--- src/rtl/sme_pkg.sv ---
// Shared types and constants for the string-match engine host driver.
package sme_pkg;

    localparam int STR_MAX = 32;
    localparam int PAT_MAX = 8;
    localparam int NUM_PAT = 4;
    localparam int TIMEOUT = 255;

    localparam logic [7:0] CH_SPACE  = 8'h20;
    localparam logic [7:0] CH_CARET  = 8'h5E;
    localparam logic [7:0] CH_DOLLAR = 8'h24;
    localparam logic [7:0] CH_STAR   = 8'h2A;
    localparam logic [7:0] CH_DOT    = 8'h2E;

    typedef enum logic [2:0] {
        ST_IDLE,
        ST_DRST,
        ST_SEND_STR,
        ST_SEND_PAT,
        ST_WAIT,
        ST_RESULT,
        ST_FIN
    } state_t;

    typedef struct packed {
        logic [1:0] pat_id;
        logic       match;
        logic [4:0] index;
        logic       timeout;
    } result_t;

    // Pattern lengths live in 1..PAT_MAX; a zero request still sends one byte.
    function automatic logic [3:0] clamp_pat_len(input logic [5:0] len);
        if (len == 6'd0) begin
            return 4'd1;
        end else if (len > 6'(PAT_MAX)) begin
            return 4'(PAT_MAX);
        end else begin
            return len[3:0];
        end
    endfunction

endpackage

--- src/rtl/sme_cfg_buf.sv ---
// Subject string and pattern slot storage with length clamping.
// Writes land only while i_en is high (driver idle).
module sme_cfg_buf
    import sme_pkg::*;
(
    input  logic       clk,
    input  logic       reset,
    input  logic       i_en,
    input  logic       i_we,
    input  logic       i_len_we,
    input  logic [2:0] i_sel,
    input  logic [4:0] i_addr,
    input  logic [7:0] i_wdata,
    input  logic [4:0] i_str_idx,
    output logic [7:0] o_str_byte,
    output logic [5:0] o_str_len,
    input  logic [1:0] i_pat_sel,
    input  logic [2:0] i_pat_idx,
    output logic [7:0] o_pat_byte,
    output logic [3:0] o_pat_len,
    input  logic [1:0] i_nx_sel,
    output logic [7:0] o_nx_first,
    output logic [3:0] o_nx_len
);

    logic [7:0] r_str [STR_MAX];
    logic [5:0] r_str_len;
    logic       w_str_hit;

    logic [7:0] w_pat_at    [NUM_PAT];
    logic [7:0] w_pat_first [NUM_PAT];
    logic [3:0] w_pat_len   [NUM_PAT];

    assign w_str_hit = i_en && (i_sel == 3'd0);

    always_ff @(posedge clk) begin
        if (w_str_hit && i_we) begin
            r_str[i_addr] <= i_wdata;
        end
    end

    always_ff @(posedge clk) begin
        if (reset) begin
            r_str_len <= 6'd0;
        end else if (w_str_hit && i_len_we) begin
            r_str_len <= (i_wdata[5:0] > 6'(STR_MAX)) ? 6'(STR_MAX) : i_wdata[5:0];
        end
    end

    genvar gi;
    generate
        for (gi = 0; gi < NUM_PAT; gi++) begin : g_slot
            logic [7:0] r_bytes [PAT_MAX];
            logic [3:0] r_len;
            logic       w_hit;

            assign w_hit = i_en && (i_sel == 3'(gi + 1));

            always_ff @(posedge clk) begin
                if (w_hit && i_we && (i_addr < 5'(PAT_MAX))) begin
                    r_bytes[i_addr[2:0]] <= i_wdata;
                end
            end

            always_ff @(posedge clk) begin
                if (reset) begin
                    r_len <= 4'd0;
                end else if (w_hit && i_len_we) begin
                    r_len <= clamp_pat_len(i_wdata[5:0]);
                end
            end

            // An untouched slot (length 0 after reset) behaves as one byte.
            assign w_pat_at[gi]    = r_bytes[i_pat_idx];
            assign w_pat_first[gi] = r_bytes[0];
            assign w_pat_len[gi]   = (r_len == 4'd0) ? 4'd1 : r_len;
        end
    endgenerate

    assign o_str_byte = r_str[i_str_idx];
    assign o_str_len  = r_str_len;
    assign o_pat_byte = w_pat_at[i_pat_sel];
    assign o_pat_len  = w_pat_len[i_pat_sel];
    assign o_nx_first = w_pat_first[i_nx_sel];
    assign o_nx_len   = w_pat_len[i_nx_sel];

endmodule

--- src/rtl/sme_host_driver.sv ---
// Host-side feeder for the string-match engine: resets it, streams string and patterns,
// forwards one result per pattern. Define SME_TIMEOUT_EN to add the WAIT watchdog.
module sme_host_driver
    import sme_pkg::*;
(
    input  logic       clk,
    input  logic       reset,
    input  logic       cfg_we,
    input  logic       cfg_len_we,
    input  logic [2:0] cfg_sel,
    input  logic [4:0] cfg_addr,
    input  logic [7:0] cfg_wdata,
    input  logic [2:0] cfg_npat,
    input  logic       start,
    output logic       busy,
    output logic       done,
    output logic       dut_rst,
    output logic [7:0] chardata,
    output logic       isstring,
    output logic       ispattern,
    input  logic       valid,
    input  logic       match,
    input  logic [4:0] match_index,
    output logic       res_valid,
    output logic [1:0] res_pat_id,
    output logic       res_match,
    output logic [4:0] res_index,
    output logic       res_timeout
);

    state_t     r_state;
    logic [4:0] r_idx;
    logic [1:0] r_pat;
    logic [2:0] r_npat;
    result_t    r_res;
    logic       r_busy;
    logic       r_done;
    logic       r_dut_rst;
    logic       r_res_valid;

    logic [7:0] w_str_byte;
    logic [5:0] w_str_len;
    logic [7:0] w_pat_byte;
    logic [3:0] w_pat_len;
    logic [7:0] w_nx_first;
    logic [3:0] w_nx_len;
    logic [1:0] w_nx_sel;
    logic       w_more;
    logic       w_str_last;
    logic       w_pat_last;
    logic       w_start_ok;
    logic       w_timeout;

    sme_cfg_buf u_cfg_buf (
        .clk        (clk),
        .reset      (reset),
        .i_en       (r_state == ST_IDLE),
        .i_we       (cfg_we),
        .i_len_we   (cfg_len_we),
        .i_sel      (cfg_sel),
        .i_addr     (cfg_addr),
        .i_wdata    (cfg_wdata),
        .i_str_idx  (r_idx),
        .o_str_byte (w_str_byte),
        .o_str_len  (w_str_len),
        .i_pat_sel  (r_pat),
        .i_pat_idx  (r_idx[2:0]),
        .o_pat_byte (w_pat_byte),
        .o_pat_len  (w_pat_len),
        .i_nx_sel   (w_nx_sel),
        .o_nx_first (w_nx_first),
        .o_nx_len   (w_nx_len)
    );

    assign w_nx_sel   = r_pat + 2'd1;
    assign w_more     = (({1'b0, r_pat}) + 3'd1) < r_npat;
    assign w_str_last = ({1'b0, r_idx} == (w_str_len - 6'd1));
    assign w_pat_last = (r_idx == ({1'b0, w_pat_len} - 5'd1));
    assign w_start_ok = start && (w_str_len != 6'd0) && (cfg_npat != 3'd0)
                        && (cfg_npat <= 3'(NUM_PAT));

`ifdef SME_TIMEOUT_EN
    logic [7:0] r_cnt;

    // Counts WAIT cycles; zero in the first WAIT cycle of every wait.
    always_ff @(posedge clk) begin
        if (reset || (r_state != ST_WAIT)) begin
            r_cnt <= 8'd0;
        end else begin
            r_cnt <= r_cnt + 8'd1;
        end
    end

    assign w_timeout   = (r_cnt == 8'(TIMEOUT - 1));
    assign res_timeout = r_res.timeout;
`else
    assign w_timeout   = 1'b0;
    assign res_timeout = 1'b0;
`endif

    always_ff @(posedge clk) begin
        if (reset) begin
            r_state     <= ST_IDLE;
            r_idx       <= 5'd0;
            r_pat       <= 2'd0;
            r_npat      <= 3'd0;
            r_res       <= '0;
            r_busy      <= 1'b0;
            r_done      <= 1'b0;
            r_dut_rst   <= 1'b0;
            r_res_valid <= 1'b0;
        end else begin
            r_dut_rst   <= 1'b0;
            r_done      <= 1'b0;
            r_res_valid <= 1'b0;
            case (r_state)
                ST_IDLE: begin
                    if (w_start_ok) begin
                        r_state   <= ST_DRST;
                        r_busy    <= 1'b1;
                        r_dut_rst <= 1'b1;
                        r_npat    <= cfg_npat;
                        r_pat     <= 2'd0;
                    end
                end
                ST_DRST: begin
                    r_state <= ST_SEND_STR;
                    r_idx   <= 5'd0;
                end
                ST_SEND_STR: begin
                    if (w_str_last) begin
                        r_state <= ST_SEND_PAT;
                        r_idx   <= 5'd0;
                    end else begin
                        r_idx <= r_idx + 5'd1;
                    end
                end
                ST_SEND_PAT: begin
                    if (w_pat_last) begin
                        r_state <= ST_WAIT;
                    end else begin
                        r_idx <= r_idx + 5'd1;
                    end
                end
                ST_WAIT: begin
                    if (valid) begin
                        r_res.pat_id  <= r_pat;
                        r_res.match   <= match;
                        r_res.index   <= match_index;
                        r_res.timeout <= 1'b0;
                        r_res_valid   <= 1'b1;
                        r_state       <= ST_RESULT;
                    end else if (w_timeout) begin
                        r_res.pat_id  <= r_pat;
                        r_res.match   <= 1'b0;
                        r_res.index   <= 5'd0;
                        r_res.timeout <= 1'b1;
                        r_res_valid   <= 1'b1;
                        r_state       <= ST_RESULT;
                    end
                end
                ST_RESULT: begin
                    // Byte 0 of the next pattern already went out with valid.
                    if (!r_res.timeout && w_more) begin
                        r_pat <= w_nx_sel;
                        if (w_nx_len == 4'd1) begin
                            r_state <= ST_WAIT;
                        end else begin
                            r_state <= ST_SEND_PAT;
                            r_idx   <= 5'd1;
                        end
                    end else begin
                        r_state <= ST_FIN;
                        r_done  <= 1'b1;
                        r_busy  <= 1'b0;
                    end
                end
                ST_FIN: begin
                    r_state <= ST_IDLE;
                end
                default: begin
                    r_state <= ST_IDLE;
                end
            endcase
        end
    end

    // The byte lane is decoded from state so the WAIT handover can follow valid directly.
    always_comb begin
        chardata  = 8'h00;
        isstring  = 1'b0;
        ispattern = 1'b0;
        case (r_state)
            ST_SEND_STR: begin
                chardata = w_str_byte;
                isstring = 1'b1;
            end
            ST_SEND_PAT: begin
                chardata  = w_pat_byte;
                ispattern = 1'b1;
            end
            ST_WAIT: begin
                if (w_more) begin
                    chardata  = w_nx_first;
                    ispattern = valid;
                end
            end
            default: begin
            end
        endcase
    end

    assign busy       = r_busy;
    assign done       = r_done;
    assign dut_rst    = r_dut_rst;
    assign res_valid  = r_res_valid;
    assign res_pat_id = r_res.pat_id;
    assign res_match  = r_res.match;
    assign res_index  = r_res.index;

endmodule

--- config.mk ---
export PLATFORM = sky130hd
export DESIGN_NAME = sme_host_driver
export DESIGN_NICKNAME = d
export VERILOG_FILES = /design/src/rtl/sme_pkg.sv /design/src/rtl/sme_cfg_buf.sv /design/src/rtl/sme_host_driver.sv
export SDC_FILE = /design/constraint.sdc
export NUM_CORES = 1
export LEC_CHECK = 0
export CAP_MARGIN = 0
export CORE_MARGIN = 10
export CORE_UTILIZATION = 40
export CTS_BUF_LIST = sky130_fd_sc_hd__clkbuf_8
export DETAILED_ROUTE_END_ITERATION = 7
export PLACE_DENSITY = 0.68
export SYNTH_ARGS = -nofsm -noshare
export SYNTH_HDL_FRONTEND = slang
export SYNTH_SLANG_ARGS = --single-unit
--- constraint.sdc ---
create_clock -name clk -period 2.5 [get_ports clk]
set_input_delay 0.375 -clock clk [delete_from_list [all_inputs] [get_ports clk]]
set_output_delay 0.375 -clock clk [all_outputs]
set_load 0.02 [all_outputs]
After elaboration in Yosys (flattened, before gate mapping)
Memory sizes are Yosys's and may differ from the RTL's. A register that Yosys moved wholly into a read port is not among the register bits.
Cells that the tools add are included.
{"block": "totals", "out_inout_bits": 23, "register_bits": 47, "mem_count": 5, "wordCells": 165, "ram_bits": 512, "inputBits": 31}
{"memory": "u_cfg_buf.r_str", "words": 32, "width": 8, "read_ports": 1, "rd_clocked_by_memory_dff": 1, "write_ports": 1, "line": "sme_cfg_buf.sv:26", "text": "logic [7:0] r_str [STR_MAX];"}
{"memory": "u_cfg_buf.g_slot[0].r_bytes", "words": 8, "width": 8, "read_ports": 2, "rd_clocked_by_memory_dff": 1, "write_ports": 1, "line": "sme_cfg_buf.sv:53", "text": "logic [7:0] r_bytes [PAT_MAX];"}
{"memory": "u_cfg_buf.g_slot[1].r_bytes", "words": 8, "width": 8, "read_ports": 2, "rd_clocked_by_memory_dff": 1, "write_ports": 1, "line": "sme_cfg_buf.sv:53"}
{"memory": "u_cfg_buf.g_slot[2].r_bytes", "words": 8, "width": 8, "read_ports": 2, "rd_clocked_by_memory_dff": 1, "write_ports": 1, "line": "sme_cfg_buf.sv:53"}
{"memory": "u_cfg_buf.g_slot[3].r_bytes", "words": 8, "width": 8, "read_ports": 2, "rd_clocked_by_memory_dff": 1, "write_ports": 1, "line": "sme_cfg_buf.sv:53"}
{"block": "op_classes", "addsub": 5, "reduce_logical": 42, "muxes": 65, "n_eq_ne": 20, "bitwise_logic": 5, "n_lt_le_gt_ge": 7}
{"op": "2-to-1 mux 3 bit", "n": 14}
{"op": "2-to-1 mux 4 bit", "n": 10}
{"op": "2-to-1 mux 8 bit", "n": 5}
{"op": "binary-select mux 8 bit (select 2 bit)", "n": 2}
{"op": "2-to-1 mux 5 bit", "n": 6}
{"op": "one-hot mux 8 bit (3 select lines)", "n": 1}
{"op": "logical AND 1 bit", "n": 22}
{"op": "one-hot mux 5 bit (4 select lines)", "n": 1}
{"op": "one-hot mux 3 bit (6 select lines)", "n": 1}
{"op": "2-to-1 mux 1 bit", "n": 17}
{"op": "binary-select mux 4 bit (select 2 bit)", "n": 2}
{"op": "logical NOT 4 bit", "n": 4}
{"op": "inequality test 2 bit (second input constant)", "n": 8}
{"op": "== test 3 x 2 -> 1 bit (second input constant)", "n": 4}
{"op": "== test 3 bit (second input constant)", "n": 3}
{"op": "AND reduction 4 bit", "n": 2}
{"op": "== test 3 x 1 -> 1 bit (second input constant)", "n": 2}
{"op": "== test 5 x 6 -> 1 bit", "n": 1}
{"op": "greater-or-equal comparator 3 bit (second input constant)", "n": 2}
{"op": "> comparator 6 x 4 -> 1 bit (second input constant)", "n": 1}
{"op": "> comparator 6 bit (second input constant)", "n": 1}
{"op": "logical NOT 3 bit", "n": 2}
{"op": "logical NOT 6 bit", "n": 1}
{"op": "2-to-1 mux 6 bit", "n": 1}
{"op": "other kinds (22)", "n": 31}

Depth between registers and ports, before layout
{"block": "depth", "depth_word": 11, "depth_mapped": 12, "mapped_depth_nobuf": 11}

Cells and area by module
Synthesis repeated with hierarchy kept, for this count alone.
{"block": "unflattened", "hier_cells": 1174, "area_unflattened_um2": 22801.9}
{"mod": "sme_cfg_buf", "seq_area_each_um2": 15815.2, "area_each_um2": 21107.7, "instances": 1, "cells_per_inst": 953}
{"mod": "sme_host_driver", "seq_area_each_um2": 500.5, "area_each_um2": 1694.1, "instances": 1, "cells_per_inst": 221}

Worst setup path before layout
No wires, ideal clock.
{"block": "synth_path", "kind": "register to register", "start": "register r_state[2]", "end": "memory u_cfg_buf.r_str[1][0] (enable)", "path_stages_with_launch": 6, "arrival_ns": 2.310, "synth_period_minus_slack_ns": 2.704, "slack_ns": -0.204, "path_buffers": 1, "path_cell_list": "dfxtp_1 > nor4_1 > and2_0 > clkbuf_1 > nand3_1 > nor4_1"}
{"block": "synth_between", "elab_chain_len": 5}
{"item": "from (decl)", "line": "sme_host_driver.sv:31", "text": "state_t r_state;"}
{"item": "from (signal assigned)", "line": "sme_host_driver.sv:103", "text": "r_state <= ST_IDLE;"}
{"item": "from (signal assigned)", "line": "sme_host_driver.sv:119", "text": "r_state <= ST_DRST;"}
{"item": "from (signal assigned)", "line": "sme_host_driver.sv:127", "text": "r_state <= ST_SEND_STR;"}
{"item": "logical NOT 3 bit", "line": "sme_host_driver.sv:57", "text": ".i_en (r_state == ST_IDLE),"}
{"item": "logical AND 1 bit", "line": "sme_cfg_buf.sv:34", "text": "assign w_str_hit = i_en && (i_sel == 3'd0);"}
{"item": "logical AND 1 bit", "line": "sme_cfg_buf.sv:37", "text": "if (w_str_hit && i_we) begin"}
{"item": "2-to-1 mux 1 bit", "line": "sme_cfg_buf.sv:37"}
{"item": "2-to-1 mux 1 bit (implied by the code)", "line": "sme_cfg_buf.sv:38", "text": "r_str[i_addr] <= i_wdata;"}
{"item": "to (decl)", "line": "sme_cfg_buf.sv:26"}
No other way between the ends.

==> impl_results.md <==
- Ys flop type: edfxtp_1
- Die Wd: about 260 µm
- Nets: 1545
- First DRT Iteration DRCs: between 1000 and 1500
- Fillcell total: 4505
- Clock-pin slew on the worst setup and hold paths: 0.06 ns
- Final Hold Fails: 0
- Worst vdd ir: 0.000542 V
- Max FO, Critical Path: 5
- Number of buffers created by CTS: 92
- Synth async-reset ratio: 0%
- GRT Util Overall: 17.1%
- Setup_tns: -10.51 ns
- Longest Clk Path Bufs: 3
- Pwr dens: 745 nW/µm²
- Via density: between 5 and 6
- Global-route wire length before repair: 84900 µm
- Layout cell share with drive strength beyond 1: 38.1%
- Startpoint Class: flip-flop
- Slowest-stage cell, CP: mux4_2
- Number of global-route vias before repair: 13000
- Max Cap Viol: 0
- # setup viols final: 22
- Commonest cells post-synth: edfxtp_1, mux4_2, nor2_1
- Worst setup margin: -1.14 ns
- Final wirelength: ~58000 µm
- Synth top area cells: edfxtp_1, mux4_2, dfxtp_1
- Mapped cell area: approximately 23000 µm²
- CP cell instances: buf_12 > buf_8 > buf_16 > mux4_2 > mux4_2 > mux2_4 > a22oi_2 > nand2_2 > buf_6
- Synth warn: 0
- Drt pass-1 iters: 5
- Die Area: 66700 µm²
- WS Path Type: reg -> out
- Leakage power total: approximately 9.2 nW
- Footprint of the multi-input gates: 6340 µm²
- Tightest hold margin: between 0.1 and 0.15 ns
- Number of top-level pins: 54
- Fraction of the cycle the final worst path needs: 146%
- CTS tree: yes
- Pin count of the biggest net entering global routing: 59
- DRC viols: 0
- Final core area utilization: 50.0%
- Area fraction of the dominant cell type after synthesis: 67.7%
- CTS root buf: clkbuf_8
- Most frequent cell on the critical path: mux4_2
- Top delay family on crit path: multiplexers
- H-tree lvl count: 3
- CP Capture Type: primary output
- Core box area: 56300 µm²
- Num Clock Sinks: 564
- Highest Clock Rate: approximately 270 MHz
- Worst EP arrival: between 3 and 4 ns
- Storage cell area: 16400 µm²
- RePlAce Congestion: 0.842
- Initial antenna violation count: 1
- Area grow syn2layout: 23.8%
- Synth Net Count: between 1000 and 1500
- Antenna Nets Post-Route: 0
- Latest clock arrival within the worst-skew pair: 0.66 ns
- Crit path largest cell delay: 0.56 ns
- Post-Synthesis Cells: 1200
- Setup Skew: 0.0195 ns
- # port buffers: 52
- Worst Path Buf+Inv: 4
- Avg Inst Size Synth: 18.9 µm²
- Failing checks: negative setup slack
- Worst-margin pin slew: 0.711 ns
- Largest area contributor in the netlist: edfxtp_1
- Synth unique cells: 54
- Most frequent cell after synthesis: edfxtp_1
- Starting Density: 40.3%
- Global route overflow: 0
- Number of synthesized flops with an enable pin: between 500 and 600
- Seq/Total Area, Yosys: 72.3%
- Via count of the routed design: roughly 13000
- Std-Cell Rows: 87
- Slew margin rel.: 52.6%
- Minimum clock period: around 3.6 ns
- Yosys reg bits: between 500 and 600
- Required time worst endpoint: between 2 and 2.5 ns
- Hold-fix buffers at CTS: 0
- Unrepaired setup endpoints after global routing: true
- DR WL/cell: around 25 µm
- Hpwl dp: 37500 µm
- Max Slew Vio Count: 0
- Die Y: 258 µm
- Hold Crit Class: in -> reg
- Status: finished with violations
## placed cells by master, fill, tap and decap left out, drive strengths merged, types with 5 or more instances in the layout
cell type,n
o21ai,7
buf,243
bufinv,5
nor3,14
nand3,20
nor4,5
mux4,172
a22oi,9
inv,31
mux2,10
nand2b,8
mux2i,6
edfxtp,512
nor2,121
clkbuf,93
a21oi,34
clkdlybuf4s50,33
ha,6
xnor2,7
o2bb2ai,7
nand3b,5
or2,6
clkinv,44
nand2,75
dfxtp,52
nor3b,8
## where the power goes
part,internal (mW),switching (mW)
registers,10.3,0.0467
logic,1.61,1.31
clock network,4.00,3.66
## metrics by stage
| stage | setup slack, ns | instance area, µm² | power, mW | std cells |
|---|---|---|---|---|
| after CTS | -1.15 | 27900 | 21.0 | 2330 |
| after detailed placement | -0.949 | 25500 | 12.9 | 2141 |
| after global routing | -1.21 | 28100 | 21.7 | 2336 |
| after floorplan | -0.0830 | 22800 | 12.1 | 1200 |
| after global placement | -0.948 | 25500 | 12.9 | 2141 |
| final | -1.14 | 28100 | 20.9 | 2336 |
## final timing paths
kind | start | endpoint | slack (ns) | cells past startpoint
setup / recovery | flip-flop | chardata[5] | -1.14 | 9
hold / removal | cfg_wdata[4] | u_cfg_buf.g_slot[0].r_bytes[0][4] | 0.11 | 1
setup reg to reg | r_pat[0] | flip-flop | -0.24 | 14
hold reg to reg | res_index[1] | res_index[1] | 0.46 | 2
## layout make-up
| type | instances | share of cell area, % |
|---|---|---|
| inverter | 10 | 0.134 |
| multi-input combinational | 563 | 22.5 |
| antenna | 1 | 0.00890 |
| clock inverter | 72 | 1.62 |
| sequential | 564 | 58.4 |
| tap | 756 | 3.36 |
| timing repair buffer | 277 | 9.34 |
| clock buffer | 93 | 4.55 |
## worst reg2reg max path: cells and delay by family (launching register included)
kind	cells	cell delay, ns
adder cells (fa/ha/maj)	1	0.17
buffers and inverters	5	0.70
AO/OA/AOI/OAI	4	0.59
AND/OR/NAND/NOR	4	0.79
flip-flops	1	0.35
## cells by family (layout without fill, tap and decap cells)
kind of cell,after synthesis,in the layout,synth area share (%)
and+or+nand+nor,280,280,5.48
DFF,564,564,72.3
AOI/OAI and AO/OA,78,78,2.24
other,1,2,0.0165
adders and majority gates,6,6,0.331
buffers and inverters,73,452,1.42
muxes,188,188,17.8
xor gates and xnor gates,10,10,0.386
## flip-flops by register name, summed over array words and instances (netlist names), 3 cells and up, named ones only
name                      count
u_cfg_buf.g_slot.r_bytes    256
u_cfg_buf.r_str             256
u_cfg_buf.g_slot.r_len       16
u_cfg_buf.o_str_len           6
r_idx                         5
res_index                     5
r_npat                        3
r_state                       3
## per-layer routing
layer | track usage (%) | vias to the layer above | part of all wire, %
li1 | - | 5505 | -
met1 | 23.1 | 6627 | 41
met2 | 27.3 | 517 | 49
met3 | 3.28 | 96 | 7.0
met4 | 6.09 | 0 | 3.0
met5 | 0 | - | 0
## repair_timing
action	CTS	global route
resized for setup	134	29
pin swaps	24	12
endpoints found under the setup margin	23	23
setup buffers	18	6
gates cloned	6	0
Power figures use the tool's default switching activity.
